<file path="config.mk">
export PLATFORM = sky130hd
export DESIGN_NAME = max_block_sequencer
export DESIGN_NICKNAME = d
export VERILOG_FILES = /design/src/rtl/max_block_sequencer.sv
export SDC_FILE = /design/constraint.sdc
export NUM_CORES = 1
export LEC_CHECK = 0
export ABC_AREA = 1
export CORE_ASPECT_RATIO = 0.6
export CORE_MARGIN = 2
export CORE_UTILIZATION = 45
export DETAILED_ROUTE_END_ITERATION = 16
export HOLD_SLACK_MARGIN = 0.15
export PLACE_DENSITY = 0.73
export SYNTH_ARGS = -nofsm -noshare
export SYNTH_HDL_FRONTEND = slang
export SYNTH_SLANG_ARGS = --single-unit
</file>
<file path="constraint.sdc">
create_clock -name clock -period 1.56 [get_ports clock]
set_input_delay 0.312 -clock clock [delete_from_list [all_inputs] [get_ports clock]]
set_output_delay 0.312 -clock clock [all_outputs]
set_load 0.005 [all_outputs]
</file>
<file path="src/rtl/max_block_sequencer.sv">
// Block-peak sequencer: collects N bytes over a 4-phase dav_/rfd handshake,
// tracks their running maximum, and hands the result to a consumer.

module max_cmp (
  input  logic [7:0] x,
  input  logic [7:0] y,
  output logic [7:0] max
);
  assign max = (y > x) ? y : x;
endmodule

module max_block_sequencer #(
  parameter int N = 4,
  parameter int W = 8
) (
  input  logic         clock,
  input  logic         reset_,
  input  logic [W-1:0] in_data,
  input  logic         dav_in_,
  output logic         rfd_in,
  output logic [W-1:0] out_max,
  output logic         dav_out_,
  input  logic         rfd_out,
  output logic         busy
);
  localparam int CW = $clog2(N + 1);
  localparam logic [CW-1:0] N_C = CW'(N);

  typedef enum logic [1:0] {
    S_WAIT_DAV,
    S_WAIT_DAV_HIGH,
    S_OUT_ACK,
    S_OUT_END
  } state_t;

  state_t         state_q, state_d;
  logic [W-1:0]   acc_q, acc_d;
  logic [CW-1:0]  count_q, count_d;
  logic           rfd_in_q, rfd_in_d;
  logic           dav_out_q, dav_out_d;
  logic [W-1:0]   out_max_q, out_max_d;
  logic [W-1:0]   cmp_max;

  max_cmp u_max (
    .x  (acc_q),
    .y  (in_data),
    .max(cmp_max)
  );

  always_comb begin
    state_d   = state_q;
    acc_d     = acc_q;
    count_d   = count_q;
    rfd_in_d  = rfd_in_q;
    dav_out_d = dav_out_q;
    out_max_d = out_max_q;
    case (state_q)
      S_WAIT_DAV: begin
        if (!dav_in_) begin
          // first sample of a block seeds acc directly
          acc_d    = (count_q == '0) ? in_data : cmp_max;
          if (count_q != N_C) count_d = count_q + CW'(1);
          rfd_in_d = 1'b0;
          state_d  = S_WAIT_DAV_HIGH;
        end
      end
      S_WAIT_DAV_HIGH: begin
        if (dav_in_) begin
          if (count_q == N_C) begin
            out_max_d = acc_q;
            dav_out_d = 1'b0;
            state_d   = S_OUT_ACK;
          end else begin
            rfd_in_d = 1'b1;
            state_d  = S_WAIT_DAV;
          end
        end
      end
      S_OUT_ACK: begin
        if (!rfd_out) begin
          dav_out_d = 1'b1;
          state_d   = S_OUT_END;
        end
      end
      S_OUT_END: begin
        // producer stays stalled until the consumer finishes its handshake
        if (rfd_out) begin
          count_d  = '0;
          acc_d    = '0;
          rfd_in_d = 1'b1;
          state_d  = S_WAIT_DAV;
        end
      end
      default: state_d = S_WAIT_DAV;
    endcase
  end

  always_ff @(posedge clock or negedge reset_) begin
    if (!reset_) begin
      state_q   <= S_WAIT_DAV;
      acc_q     <= '0;
      count_q   <= '0;
      rfd_in_q  <= 1'b1;
      dav_out_q <= 1'b1;
      out_max_q <= '0;
    end else begin
      state_q   <= state_d;
      acc_q     <= acc_d;
      count_q   <= count_d;
      rfd_in_q  <= rfd_in_d;
      dav_out_q <= dav_out_d;
      out_max_q <= out_max_d;
    end
  end

  assign rfd_in   = rfd_in_q;
  assign dav_out_ = dav_out_q;
  assign out_max  = out_max_q;
  assign busy     = (state_q != S_WAIT_DAV);

endmodule

</file>
==> flow_summary.rst <==
.. list-table::
   :header-rows: 1

   * - Metric
     - Value
   * - Slew @ Worst Pin
     - 0.297 ns
   * - Most frequent cells in the layout
     - buf_4 (38), dfrtp_1 (21), nand2_1 (19)
   * - Starting DRT DRC Count
     - 109
   * - Via/cell ratio
     - 5.34
   * - Fin crit period
     - 1.72 ns
   * - Worst reg-to-reg setup slack
     - -0.16 ns
   * - Synth area leaders
     - dfrtp_1 (36%), ha_1 (12%), nand2_2 (7.3%)
   * - Worst slew margin relative to its limit
     - 80.2%
   * - Combined global-route utilization of all metal layers
     - 21.6%
   * - Clock network latency to the later pin of the worst-skew pair
     - 0.27 ns
   * - Kind of critical path
     - flop to flop
   * - DIE AREA
     - 3740 um2
   * - DPL Wire Length
     - 2530 um
   * - Required time of the critical path
     - 1.77 ns
   * - Clock Power Share
     - 7.8%
   * - Worst setup timing slack at the placement stage
     - -0.359 ns
   * - Bufs on Longest Clock Path
     - 2
   * - Pins over their slew limit
     - 0
   * - Avg WL per Cell
     - 16.1 um
   * - Fill cell instance count of the final layout
     - 173
   * - Worst hold slack across all endpoints
     - 0.385 ns
   * - Startpoint type of the worst setup path
     - flop
   * - Peak per-stage delay on the critical path
     - 0.41 ns
   * - Switching part of the total
     - 46.0%
   * - Period utilization
     - 110%
   * - WP depth
     - 10
   * - Hold Crit Class
     - input pin to async pin
   * - Share of final-layout standard cells stronger than drive strength 1
     - 46.6%
   * - Setup slack of the critical path after layout
     - -0.155 ns
   * - Initial Utilization
     - 49.0%
   * - IR Drop Worst-Case VDD
     - 1.16 mV
   * - Register-to-Register Path Depth
     - 10
   * - Number of input and output port buffers inserted
     - 22
   * - Post-synth top area share
     - 35.9%
   * - Final-report hold violation count
     - 0
   * - Warnings, synthesis
     - 0
   * - Final cell count without fillers
     - 274
   * - Reported leakage power
     - 0.00111 uW
   * - Setup violations, final
     - 9
   * - Number of cells in the design after placement
     - 246
   * - Cell Chain, Critical Path
     - inv_2, ha_4, a21o_1, nor2_1, nand2_1, nand2_2, nand2_4, nand2_8, nand2_2, nand2_2
   * - Launch instance of the worst register-to-register path
     - acc_q[7]$_DFFE_PN0P_
   * - Via count
     - 1464
   * - Biggest area consumer among synthesized cells
     - dfrtp_1
   * - Part of the total power dissipated in sequential elements
     - 22.1%
   * - Number of standard-cell rows in the floorplan
     - 15
   * - Clock transition at the registers of the reported paths
     - 0.08 ns
   * - Sum of buffers and inverters on the critical path
     - 1
   * - Number of global-route vias before repair
     - 1277
   * - Final RePlAce weighted congestion
     - 0.839
   * - Die Y-Extent
     - 48.2 um
   * - Number of max-cap violations
     - 0
   * - Max Clk Rate
     - 583 MHz
   * - Pin count of the biggest net entering global routing
     - 24
   * - Arrival time reported for the critical path endpoint
     - 1.93 ns
   * - Initial antenna violation count
     - 0
   * - Cell area after technology mapping
     - 1460 um2
   * - Async set or reset register ratio after synthesis
     - 100%
   * - Run status
     - complete, but fails checks
   * - Global-route wire length before repair
     - 6030 um
   * - Start point of the critical path
     - acc_q[7]$_DFFE_PN0P_
   * - Violated checks
     - negative setup slack
   * - Post-DRT Antenna Nets
     - 0
   * - Gate count after technology mapping
     - 167
   * - Part of the power in combinational logic
     - 70.1%
   * - Combined area of the multi-input logic cells
     - 936 um2
   * - Crit Reg-Reg Endpoint
     - acc_q[7]$_DFFE_PN0P_
   * - Number of synthesized register bits
     - 23
   * - Number of top-level pins
     - 23
   * - Critical Path Most Common Cell
     - nand2_2
   * - CTS H-tree lvls
     - 1
   * - Master cell of the clock root buffer
     - clkbuf_8
   * - Psw
     - 2250 uW
   * - Post-route DRC violation count
     - 0
   * - Area added between synthesis and finish
     - 52.7%
   * - Overall overflow remaining after global route
     - 0
   * - Setup repair after global routing missed its margin
     - yes
   * - Number of clock sinks
     - 23
   * - Critical path capture point
     - acc_q[7]$_DFFE_PN0P_
   * - Cell family contributing the most delay on the critical path
     - simple AND/OR/NAND/NOR gates
   * - Iteration count of the initial detailed-routing pass
     - 4
   * - Average cell area after synthesis
     - 8.76 um2
   * - Post-Synthesis Net Count
     - 193
   * - Maximum net fanout on the critical path
     - 8
   * - Antenna diodes
     - 0
   * - Sequential Area
     - 578 um2
   * - Internal power
     - 2640 uW
   * - TritonCTS clock tree
     - built
   * - Core Util, Final
     - 74.8%
   * - Routed wire length
     - 4400 um
   * - Share of synthesized area occupied by flip-flops and latches
     - 39.5%
   * - Nature of the critical path endpoint
     - flop
   * - Number of enable-type register cells in the synthesized netlist
     - 0
   * - Standard cell with the maximum stage delay on the critical path
     - dfrtp_1
   * - Most frequent standard cell in the layout excluding fill and tap cells
     - buf_4
   * - Most instantiated flip-flop cell in the synthesis netlist
     - dfrtp_1
   * - Max Clock Skew
     - 0.000880 ns
   * - Core region area
     - 2980 um2
   * - Synth unique cells
     - 28
   * - TritonCTS buffer count
     - 3
   * - Final TNS setup
     - -1.10 ns
   * - Cell area power density
     - 2190 nW/um2
   * - Die extent in x
     - 77.6 um
   * - Nets@finish
     - 259
-- what timing repair did --
action / 4_1_cts / 5_1_grt
hold buffers: 0 / 0
endpoints found under the setup margin: 11 / 14
hold endpoints to repair: 0 / 0
gates cloned: 2 / 0
resized for setup: 30 / 17
pin swaps: 14 / 14
buffers inserted: 18 / 5
-- worst register-to-register path, stage by stage, from the launching register on --
cell and delay, ns:
dfrtp_1 0.41, inv_2 0.09, ha_4 0.21, a21o_1 0.17
nor2_1 0.16, nand2_1 0.10, nand2_2 0.11, nand2_4 0.10
nand2_8 0.16, nand2_2 0.09, nand2_2 0.05
-- registers in the layout, summed over array words and instances, names as in the netlist, named ones only --
| register | count |
|---|---|
| rfd_in | 1 |
| out_max | 8 |
| acc_q | 8 |
| count_q | 3 |
| dav_out_ | 1 |
| state_q | 1 |
-- power by group through the flow --
stage | clock network (uW) | registers (uW) | logic [uW]
finish | 380 | 1080 | 3430
global route | 406 | 1110 | 3670
CTS | 378 | 1060 | 2860
detailed placement | 0 | 1080 | 2470
global placement | 0 | 1060 | 2370
floorplan | 0 | 1080 | 1600
-- per-stage QoR --
step                area, um2  total power (uW)
floorplan                1460              2680
global placement         1840              3430
detailed placement       1840              3540
CTS                      2110              4300
global route             2230              5180
finish                   2230              4890
-- routing by layer --
metal,vias to the layer above,routed length [um],GRT usage [%],share of wire [%]
li1,662,-,-,-
met1,714,1880,28.0,43
met2,67,2100,39.3,48
met3,21,260,3.52,5.9
met4,0,163,6.43,3.7
met5,-,0,0,0
-- how the worst min path moves through the flow --
stage | from | end | slack, ns | cells past startpoint
finish | reset_ | acc_q[2]$_DFFE_PN0P_ | 0.39 | 2
global route | reset_ | acc_q[2]$_DFFE_PN0P_ | 0.40 | 2
CTS | reset_ | count_q[0]$_DFFE_PN0P_ | 0.40 | 2
detailed placement | acc_q[3]$_DFFE_PN0P_ | acc_q[3]$_DFFE_PN0P_ | 0.47 | 2
global placement | out_max[4]$_DFFE_PN0P_ | out_max[4]$_DFFE_PN0P_ | 0.47 | 2
floorplan | reset_ | async pin | 0.02 | 0
-- cells in the mapped netlist, types with 2 or more instances --
master,n
nand3_1,12
nand2_4,2
dfrtp_1,21
nand2_1,21
ha_1,14
o21ai_0,2
inv_2,5
nand4_1,2
o21ai_1,12
inv_1,23
a21oi_2,3
nand2_2,17
nor2_1,12
nor2_2,2
nor2_4,2
dfstp_2,2
a21oi_1,4
-- kinds of logic after synthesis --
group	Yosys count	synth area share (%)
buffers and inverters	31	9.07
muxes	1	1.03
adders and majority gates	14	12.0
and+or+nand+nor	74	28.5
AOI/OAI and AO/OA	24	9.92
DFF	23	39.5
-- area by class of cell --
type | count | area share [%]
tap | 42 | 2.35
timing repair buffer | 61 | 22.6
clock buffer | 3 | 1.85
sequential | 23 | 25.9
inverter | 29 | 5.21
multi-input combinational | 115 | 41.9
clock inverter | 1 | 0.224
Power figures use the tool's default switching activity.
